**src/rtl/pid_param_uart_rx.sv**
```systemverilog
// UART command receiver: deserialises 8N1 bytes and parses A5/CMD/HI/LO/CHK frames
// that retune the PID gains and the distance setpoint at run time.
module pid_param_uart_rx #(
  parameter int CLKS_PER_BIT  = 1085,
  parameter int PID_INT_WIDTH = 16,
  parameter int SP_WIDTH      = 7,
  parameter int INIT_KP       = 500,
  parameter int INIT_KI       = 0,
  parameter int INIT_KD       = 0,
  parameter int INIT_SP       = 30,
  parameter int TIMEOUT_BYTES = 4
) (
  input  logic                     clk,
  input  logic                     reset,
  input  logic                     en,
  input  logic                     serial_rx,
  output logic [PID_INT_WIDTH-1:0] k_p,
  output logic [PID_INT_WIDTH-1:0] k_i,
  output logic [PID_INT_WIDTH-1:0] k_d,
  output logic [SP_WIDTH-1:0]      setpoint,
  output logic                     param_valid,
  output logic [1:0]               param_sel,
  output logic                     rx_byte_valid,
  output logic [7:0]               rx_byte,
  output logic                     err_pulse,
  output logic [7:0]               err_count,
  output logic [1:0]               dbg_rx_state,
  output logic [2:0]               dbg_parse_state
);
  localparam int CNT_W     = $clog2(CLKS_PER_BIT);
  localparam int HALF_LAST = CLKS_PER_BIT / 2 - 1;
  localparam int TMO_LIMIT = TIMEOUT_BYTES * 10 * CLKS_PER_BIT;
  localparam int TMO_W     = $clog2(TMO_LIMIT + 1);
  localparam logic [15:0] SP_MAX = 16'((1 << SP_WIDTH) - 1);

  typedef enum logic [1:0] {R_IDLE, R_START, R_DATA, R_STOP} rx_state_t;
  typedef enum logic [2:0] {P_SYNC, P_CMD, P_HI, P_LO, P_CHK} parse_state_t;

  logic rx_meta_q, rx_sync_q, rx_prev_q;
  rx_state_t rx_state_q, rx_state_d;
  logic [CNT_W-1:0] bit_cnt_q, bit_cnt_d;
  logic [2:0] bit_idx_q, bit_idx_d;
  logic [7:0] shift_q, shift_d;
  logic byte_done, frame_err;

  parse_state_t parse_q, parse_d;
  logic [7:0] cmd_q, cmd_d, hi_q, hi_d, lo_q, lo_d;
  logic [TMO_W-1:0] tmo_q, tmo_d;
  logic parse_err, tmo_err;
  logic [7:0] rx_byte_q, err_cnt_q, err_cnt_d;
  logic rx_valid_q, err_q, pvalid_q, pvalid_d;
  logic [PID_INT_WIDTH-1:0] kp_q, kp_d, ki_q, ki_d, kd_q, kd_d;
  logic [SP_WIDTH-1:0] sp_q, sp_d;
  logic [1:0] sel_q, sel_d;

  // Line synchroniser; rx_prev_q gives the previous synchronised level for edge detect.
  always_ff @(posedge clk or posedge reset) begin
    if (reset) begin
      rx_meta_q <= 1'b1;
      rx_sync_q <= 1'b1;
      rx_prev_q <= 1'b1;
    end else begin
      rx_meta_q <= serial_rx;
      rx_sync_q <= rx_meta_q;
      rx_prev_q <= rx_sync_q;
    end
  end

  always_comb begin
    rx_state_d = rx_state_q;
    bit_cnt_d  = bit_cnt_q;
    bit_idx_d  = bit_idx_q;
    shift_d    = shift_q;
    byte_done  = 1'b0;
    frame_err  = 1'b0;
    if (!en) begin
      rx_state_d = R_IDLE;
      bit_cnt_d  = '0;
      bit_idx_d  = '0;
    end else begin
      case (rx_state_q)
        R_IDLE: begin
          bit_cnt_d = '0;
          bit_idx_d = '0;
          if (rx_prev_q && !rx_sync_q) rx_state_d = R_START;
        end
        R_START: begin
          if (bit_cnt_q == CNT_W'(HALF_LAST)) begin
            bit_cnt_d  = '0;
            rx_state_d = rx_sync_q ? R_IDLE : R_DATA;
          end else bit_cnt_d = bit_cnt_q + 1'b1;
        end
        R_DATA: begin
          if (bit_cnt_q == CNT_W'(CLKS_PER_BIT - 1)) begin
            bit_cnt_d = '0;
            shift_d   = {rx_sync_q, shift_q[7:1]};
            bit_idx_d = bit_idx_q + 3'd1;
            if (bit_idx_q == 3'd7) rx_state_d = R_STOP;
          end else bit_cnt_d = bit_cnt_q + 1'b1;
        end
        R_STOP: begin
          // Return to IDLE at the mid-stop sample so a back-to-back start bit is caught.
          if (bit_cnt_q == CNT_W'(CLKS_PER_BIT - 1)) begin
            bit_cnt_d  = '0;
            rx_state_d = R_IDLE;
            if (rx_sync_q) byte_done = 1'b1;
            else frame_err = 1'b1;
          end else bit_cnt_d = bit_cnt_q + 1'b1;
        end
        default: rx_state_d = R_IDLE;
      endcase
    end
  end

  // rx_byte_valid, param_valid and err_pulse are single-cycle strobes with no ready:
  // a consumer must sample the paired data (rx_byte, param_sel, registers) in that cycle.
  always_comb begin
    parse_d   = parse_q;
    cmd_d     = cmd_q;
    hi_d      = hi_q;
    lo_d      = lo_q;
    tmo_d     = tmo_q;
    kp_d      = kp_q;
    ki_d      = ki_q;
    kd_d      = kd_q;
    sp_d      = sp_q;
    sel_d     = sel_q;
    pvalid_d  = 1'b0;
    parse_err = 1'b0;
    tmo_err   = 1'b0;
    err_cnt_d = (err_q && err_cnt_q != 8'hFF) ? err_cnt_q + 8'd1 : err_cnt_q;
    if (!en) begin
      parse_d = P_SYNC;
      tmo_d   = '0;
    end else begin
      // A byte arriving on the expiry cycle clears the counter first, so it wins.
      if (parse_q == P_SYNC || rx_valid_q) tmo_d = '0;
      else if (tmo_q == TMO_W'(TMO_LIMIT - 1)) begin
        tmo_d   = '0;
        tmo_err = 1'b1;
        parse_d = P_SYNC;
      end else tmo_d = tmo_q + 1'b1;
      if (rx_valid_q) begin
        case (parse_q)
          P_SYNC: if (rx_byte_q == 8'hA5) parse_d = P_CMD;
          P_CMD: begin
            if (rx_byte_q >= 8'd1 && rx_byte_q <= 8'd4) begin
              cmd_d   = rx_byte_q;
              parse_d = P_HI;
            end else begin
              parse_err = 1'b1;
              parse_d   = P_SYNC;
            end
          end
          P_HI: begin
            hi_d    = rx_byte_q;
            parse_d = P_LO;
          end
          P_LO: begin
            lo_d    = rx_byte_q;
            parse_d = P_CHK;
          end
          P_CHK: begin
            parse_d = P_SYNC;
            if (rx_byte_q != (cmd_q ^ hi_q ^ lo_q)) parse_err = 1'b1;
            else if (cmd_q == 8'd4 && {hi_q, lo_q} > SP_MAX) parse_err = 1'b1;
            else begin
              pvalid_d = 1'b1;
              sel_d    = cmd_q[1:0] - 2'd1;
              case (cmd_q[2:0])
                3'd1:    kp_d = PID_INT_WIDTH'({hi_q, lo_q});
                3'd2:    ki_d = PID_INT_WIDTH'({hi_q, lo_q});
                3'd3:    kd_d = PID_INT_WIDTH'({hi_q, lo_q});
                default: sp_d = lo_q[SP_WIDTH-1:0];
              endcase
            end
          end
          default: parse_d = P_SYNC;
        endcase
      end
      if (frame_err) parse_d = P_SYNC;
    end
  end

  always_ff @(posedge clk or posedge reset) begin
    if (reset) begin
      rx_state_q <= R_IDLE;
      bit_cnt_q  <= '0;
      bit_idx_q  <= '0;
      shift_q    <= '0;
      parse_q    <= P_SYNC;
      cmd_q      <= '0;
      hi_q       <= '0;
      lo_q       <= '0;
      tmo_q      <= '0;
      rx_byte_q  <= '0;
      rx_valid_q <= 1'b0;
      err_q      <= 1'b0;
      err_cnt_q  <= '0;
      pvalid_q   <= 1'b0;
      sel_q      <= '0;
      kp_q       <= PID_INT_WIDTH'(INIT_KP);
      ki_q       <= PID_INT_WIDTH'(INIT_KI);
      kd_q       <= PID_INT_WIDTH'(INIT_KD);
      sp_q       <= SP_WIDTH'(INIT_SP);
    end else begin
      rx_state_q <= rx_state_d;
      bit_cnt_q  <= bit_cnt_d;
      bit_idx_q  <= bit_idx_d;
      shift_q    <= shift_d;
      parse_q    <= parse_d;
      cmd_q      <= cmd_d;
      hi_q       <= hi_d;
      lo_q       <= lo_d;
      tmo_q      <= tmo_d;
      rx_valid_q <= byte_done;
      if (byte_done) rx_byte_q <= shift_q;
      err_q      <= frame_err | parse_err | tmo_err;
      err_cnt_q  <= err_cnt_d;
      pvalid_q   <= pvalid_d;
      sel_q      <= sel_d;
      kp_q       <= kp_d;
      ki_q       <= ki_d;
      kd_q       <= kd_d;
      sp_q       <= sp_d;
    end
  end

  assign k_p             = kp_q;
  assign k_i             = ki_q;
  assign k_d             = kd_q;
  assign setpoint        = sp_q;
  assign param_valid     = pvalid_q;
  assign param_sel       = sel_q;
  assign rx_byte_valid   = rx_valid_q;
  assign rx_byte         = rx_byte_q;
  assign err_pulse       = err_q;
  assign err_count       = err_cnt_q;
  assign dbg_rx_state    = rx_state_q;
  assign dbg_parse_state = parse_q;
endmodule

```
**config.mk**
```make
export PLATFORM = sky130hd
export DESIGN_NAME = pid_param_uart_rx
export DESIGN_NICKNAME = d
export VERILOG_FILES = /design/src/rtl/pid_param_uart_rx.sv
export SDC_FILE = /design/constraint.sdc
export NUM_CORES = 1
export LEC_CHECK = 0
export BUFFER_PORTS_ARGS = -buffer_cell sky130_fd_sc_hd__buf_2
export CAP_MARGIN = 0
export CELL_PAD_IN_SITES_DETAIL_PLACEMENT = 0
export CELL_PAD_IN_SITES_GLOBAL_PLACEMENT = 1
export CORE_AREA = 2 2 117 119
export DETAILED_ROUTE_END_ITERATION = 16
export DIE_AREA = 0 0 119 121
export GPL_TIMING_DRIVEN = 0
export PLACE_DENSITY_LB_ADDON = 0.1
export SLEW_MARGIN = 30
export SYNTH_ARGS = -nofsm -noshare
export SYNTH_HDL_FRONTEND = slang
export SYNTH_SLANG_ARGS = --single-unit
```
**constraint.sdc**
```tcl
create_clock -name clk -period 12.8 [get_ports clk]
set_input_delay 0.64 -clock clk [delete_from_list [all_inputs] [get_ports clk]]
set_output_delay 0.64 -clock clk [all_outputs]
set_load 0.01 [all_outputs]
```
# --- After elaboration in Yosys (flattened, before gate mapping) ---
# Cells that the tools add are included.
totals:
  output_inout_bits: 81
  reg_bits: 146
  input_bits: 4
  word_cells: 130
op_classes:
  n_bitwise: 7
  eq_ne: 24
  reduce_logical: 21
  n_mux: 48
  order_cmp: 3
  add_sub_neg: 5
op_table:
  columns: ["cell", "count"]
  rows:
  - ["2-to-1 mux 16 bit", 3]
  - ["2-to-1 mux 11 bit", 3]
  - ["case mux 11 bit (3 select lines)", 1]
  - ["2-to-1 mux 3 bit", 8]
  - ["AND reduction 6 bit", 4]
  - ["2-to-1 mux 1 bit", 21]
  - ["adder 16 x 1 -> 16 bit, second input constant", 1]
  - ["equality test 16 bit, second input constant", 1]
  - ["> comparator 16 x 7 -> 1 bit, second input constant", 1]
  - ["2-to-1 mux 2 bit", 8]
  - ["XOR 8 bit", 2]
  - ["inequality test 3 bit, second input constant", 5]
  - ["equality test 3 x 2 -> 1 bit, second input constant", 4]
  - ["case mux 3 bit (4 select lines)", 1]
  - ["adder 11 x 1 -> 11 bit, second input constant", 1]
  - ["equality test 11 x 10 -> 1 bit, second input constant", 1]
  - ["equality test 11 bit, second input constant", 1]
  - ["AND reduction 5 bit", 2]
  - ["AND reduction 3 bit", 3]
  - ["adder 8 x 1 -> 8 bit, second input constant", 1]
  - ["equality test 8 x 3 -> 1 bit, second input constant", 1]
  - ["equality test 8 bit, second input constant", 1]
  - ["greater-or-equal comparator 8 x 1 -> 1 bit, second input constant", 1]
  - ["<= comparator 8 x 3 -> 1 bit, second input constant", 1]
  - ["23 further kinds", 32]

# --- Depth between registers and ports, before layout ---
depth:
  ltp_word: 9
  ltp_mapped: 8
  ltp_nobuf: 7

# --- Worst setup path after synthesis ---
# Ideal clock, no wire load.
synth_timing:
  path_kind: "input port to flip-flop"
  start: "in en"
  end: "reg ki_q[0], in the netlist k_i[0]"
  path_slack_ps: 10367
  arrival_ps: 2308
  stages: 7
  required_ps: 12675
  path_buffers: 2
  setup_time_ps: 125
  cell_sequence: "nand2_1 -> or4b_1 -> buf_1 -> nor3b_1 -> nand4_4 -> buf_6 -> mux2_4"
synth_between:
  elab_chain_cells: 1
synth_rtl:
  columns: ["element", "line_no", "source"]
  rows:
  - ["start: declaration", "15", "input logic en,"]
  - ["AND reduction 6 bit (no line)", null, null]
  - ["end signal: assignment", "203", "ki_q <= PID_INT_WIDTH'(INIT_KI);"]
  - ["end signal: assignment", "223", "ki_q <= ki_d;"]
  - ["end: declaration", "52", "logic [PID_INT_WIDTH-1:0] kp_q, kp_d, ki_q, ki_d, kd_q, kd_d;"]
# No other way between the ends.
# A chain may end at the register's enable or synchronous reset.

# --- Worst setup path after layout ---
layout_timing:
  start: "reg parse_q[1], in the netlist dbg_parse_state[1]"
  end: "reg kd_q[3], in the netlist k_d[3]"
layout_between:
  elab_chain_cells: 2
layout_rtl:
  columns: ["element", "line_no", "source"]
  rows:
  - ["start: declaration", "46", "parse_state_t parse_q, parse_d;"]
  - ["start signal: assignment", "211", "parse_q <= parse_d;"]
  - ["equality test 3 bit", "144", "case (parse_q)"]
  - ["AND reduction 6 bit (no line)", null, null]
  - ["end signal: assignment", "204", "kd_q <= PID_INT_WIDTH'(INIT_KD);"]
  - ["end signal: assignment", "224", "kd_q <= kd_d;"]
  - ["end: declaration", "52", null]
# No other way between the ends.

==> results.md <==
- Congestion Overflow GR: 0
- Fraction of registers with async set/reset: 100%
- Max-slew violations: 0
- WL/cell: around 16 µm
- Synth top area share: around half
- Setup tns final: 0 ns
- Drt total wl: around 13 mm
- DRC: 0
- Cells after Synth: 491
- N_diodes: 0
- Reg-to-reg setup timing slack: approximately 10 ns
- CTS Hold Buffers Added: 0
- Max IR drop VDD: slightly below 0.00008 V
- Layout cells sized above 1: between 30% and 40%
- Largest net degree at the start of global routing: 100
- Max cap viols: 0
- # port buffers: 84
- Post-layout nets: between 600 and 700
- Cell Pwr Density: between 100 and 150 mW/mm²
- Status: finished, final reports clean
- CP delay by family, top: simple AND/OR/NAND/NOR gates
- Post-synth EDFFs: 0
- Core footprint: between 0.01 and 0.015 mm²
- Post-synthesis sequential area ratio: 56.0%
- Clk_lat worst skew: 0.42 ns
- R2R cell count: 7
- Post-layout min period: approximately 2.7 ns
- HP Class: in2async
- Hold slack: 0.207 ns
- Bufs and invs on worst path: 3
- # H-tree levels: 4
- Synth warn: 0
- Clk sink count: between 100 and 150
- Vias in the first global route: just over 4k
- Core Rows: 42
- First-pass GRT wire length: around 21 mm
- Vias per cell: about 5.2
- Worst r2r src: dbg_parse_state[1]
- Filler cells: 1054
- Synth cell types: 45
- Max-slew headroom: a little over two fifths
- Post-CTS resize count: 0
- Die ar.: around 0.014 mm²
- I/O pins: 85
- DRT iter0 DRCs: 217
- Critical path's slowest cell: or4b_1
- Clock Path Buffers: 2
- Endpoints failing hold: 0
- Tot Pwr: roughly 1000 µW
- Routed Antenna Nets: 0
- Worst Tran Pin Value: approximately 0.86 ns
- RSZ-0062 raised after global routing: false
- GP Congestion: just under 0.8
- Clk slew on worst S/H paths: ~0.06 ns
- CP cell instances: clkbuf_1, or4b_1, buf_1, nor3b_1, nand4_4, buf_6, mux2_4
- CP Class: reg2reg
- Num CTS Buffers: 17
- Predominant post-synthesis flop cell: dfrtp_1
- DRT Pass-1 Iters: 4
- Syn_area_per_cell: 13.3 µm²
- Final period util: around a fifth
- DP Area: 0.00724 mm²
- CTS tree: yes
- Leak pwr: about 0.004 µW
- Root buffer cell: clkbuf_16
- Final instance area: around 0.0079 mm²
- Critical Path AT: roughly 3 ns
- Synth area leader: dfrtp_1
- Setup Skew: between 0.005 and 0.006 ns
- Max FO, Critical Path: 10
- Initial antenna violation count: 0
- Reg-to-reg critical path endpoint: k_d[3]
- Die X-Extent: about 120 µm
- Initial Util: approximately 50%
- Crit start category: flip-flop
- Final setup viols: 0
- Area growth from synthesis to layout: 20.4%
- # Post-CTS Setup Buffers: 0
- Req. time, crit path: 13.10 ns
- Cell Area, Synth: between 0.006 and 0.007 mm²
- Post-DP HPWL: between 8 and 9 mm
- Tot GR Track Use: between 10% and 20%
- Top area cells in the synthesized netlist: dfrtp_1 51%, mux2_2 10%, mux2_4 6.9%
- Synthesized net count: 506
- Die Ht: approximately 120 µm
- Vias: roughly 4.1k
- Maximum clock rate: 0.374 GHz
- Critical Path Sink Type: flip-flop
- #FFs+latches synth: 146
- Crit path largest cell delay: about 0.55 ns
-- synthesized netlist by cell type (all sizes together), types with 6 or more instances --
cell type	count
inv	11
nor2	38
mux2	91
nand3	10
and4b	6
nand2	22
nor3	10
o21ai	7
nand4	9
nor4	6
dfrtp	133
ha	11
nor2b	6
dfstp	13
xor2	18
and3	10
xnor2	35
-- registers in the layout (all words and copies together), names as in the netlist, 7 cells and up --
register   cells
bit_cnt_q     11
cmd_q          8
err_count      8
hi_q           8
k_d           16
k_i           16
k_p           16
lo_q           8
rx_byte        8
setpoint       7
shift_q        8
tmo_q         16
-- worst reg2reg max path: cells and delay by family (launching register included) --
kind,cells,cell delay (ns)
multiplexers,1,0.30
buffers and inverters,3,0.65
flip-flops,1,0.37
AND/OR/NAND/NOR,3,1.23
-- layer usage --
| metal | vias up | wire (µm) | part of all wire [%] | track usage [%] |
|---|---|---|---|---|
| li1 | 1937 | - | - | - |
| met1 | 2061 | 6230 | 49 | 26.5 |
| met2 | 82 | 5770 | 45 | 28.7 |
| met3 | 16 | 494 | 3.9 | 4.84 |
| met4 | 0 | 213 | 1.7 | 7.14 |
| met5 | - | 0 | 0 | 0 |
-- per-stage QoR --
stage,setup WS (ns),util (%),cells
floorplan,8.26,-,491
global placement,6.77,54.9,751
detailed placement,9.95,55.3,752
CTS,9.97,60.2,784
global route,9.98,60.3,784
finish,10.13,60.3,784
-- final cells by class --
cell class                      instances  area (µm²)  share of cell area, %
Sequential cell                       146        3670                   46.5
Multi-Input combinational cell        324        2800                   35.5
Clock buffer                           20         457                   5.79
Timing Repair Buffer                   85         448                   5.68
Tap cell                              176         220                   2.79
Clock inverter                         12         180                   2.29
Buffer                                 10        60.1                  0.762
Inverter                               11        48.8                  0.619
-- worst max-delay path by stage --
stage,end,slack [ns],cells past startpoint,from
2_1_floorplan,bit_cnt_q[0],8.26,1,reset
3_3_place_gp,k_d[13],6.77,2,reset
3_5_place_dp,k_d[3],9.95,8,en
4_1_cts,k_d[1],9.97,6,hi_q[3]
5_1_grt,k_d[2],9.98,7,dbg_parse_state[1]
6_report,k_d[3],10.13,7,dbg_parse_state[1]
-- kinds of logic after synthesis --
group                      Yosys count  share of synthesized area, %
AOI/OAI and AO/OA                   23                          2.33
xor gates and xnor gates            53                          7.09
adders and majority gates           11                          2.10
buffers and inverters               21                          1.55
DFF                                146                          56.0
muxes                               92                          17.5
and+or+nand+nor                    145                          13.4
-- cell usage in the layout, fill, tap and decap left out, types with 4 or more instances in the layout --
cell / netlist / final
clkbuf_1: 5 / 6
dfrtp_1: 133 / 133
bufinv_16: 0 / 4
nor3_1: 10 / 9
dfstp_2: 13 / 13
nand4_1: 5 / 5
nand2_1: 22 / 22
nor2_1: 38 / 38
xor2_1: 18 / 18
o21ai_0: 7 / 7
ha_1: 11 / 11
mux2_4: 30 / 30
a21oi_1: 4 / 4
nor3b_1: 4 / 4
clkbuf_16: 0 / 17
xnor2_1: 35 / 35
nor2b_1: 6 / 6
and4b_1: 6 / 6
inv_1: 11 / 10
and4_1: 4 / 4
mux2_2: 61 / 61
and3_1: 10 / 10
nand3_1: 10 / 10
nand2b_1: 4 / 4
buf_2: 0 / 84
-- power by group --
part           internal (µW)  leakage [µW]  switching [µW]
combinational           2.69       0.00173            11.4
clock                    337      0.000307             189
sequential               463       0.00198            1.16
total                    803       0.00401             201
No activity file was read; power rests on OpenSTA's default activity.
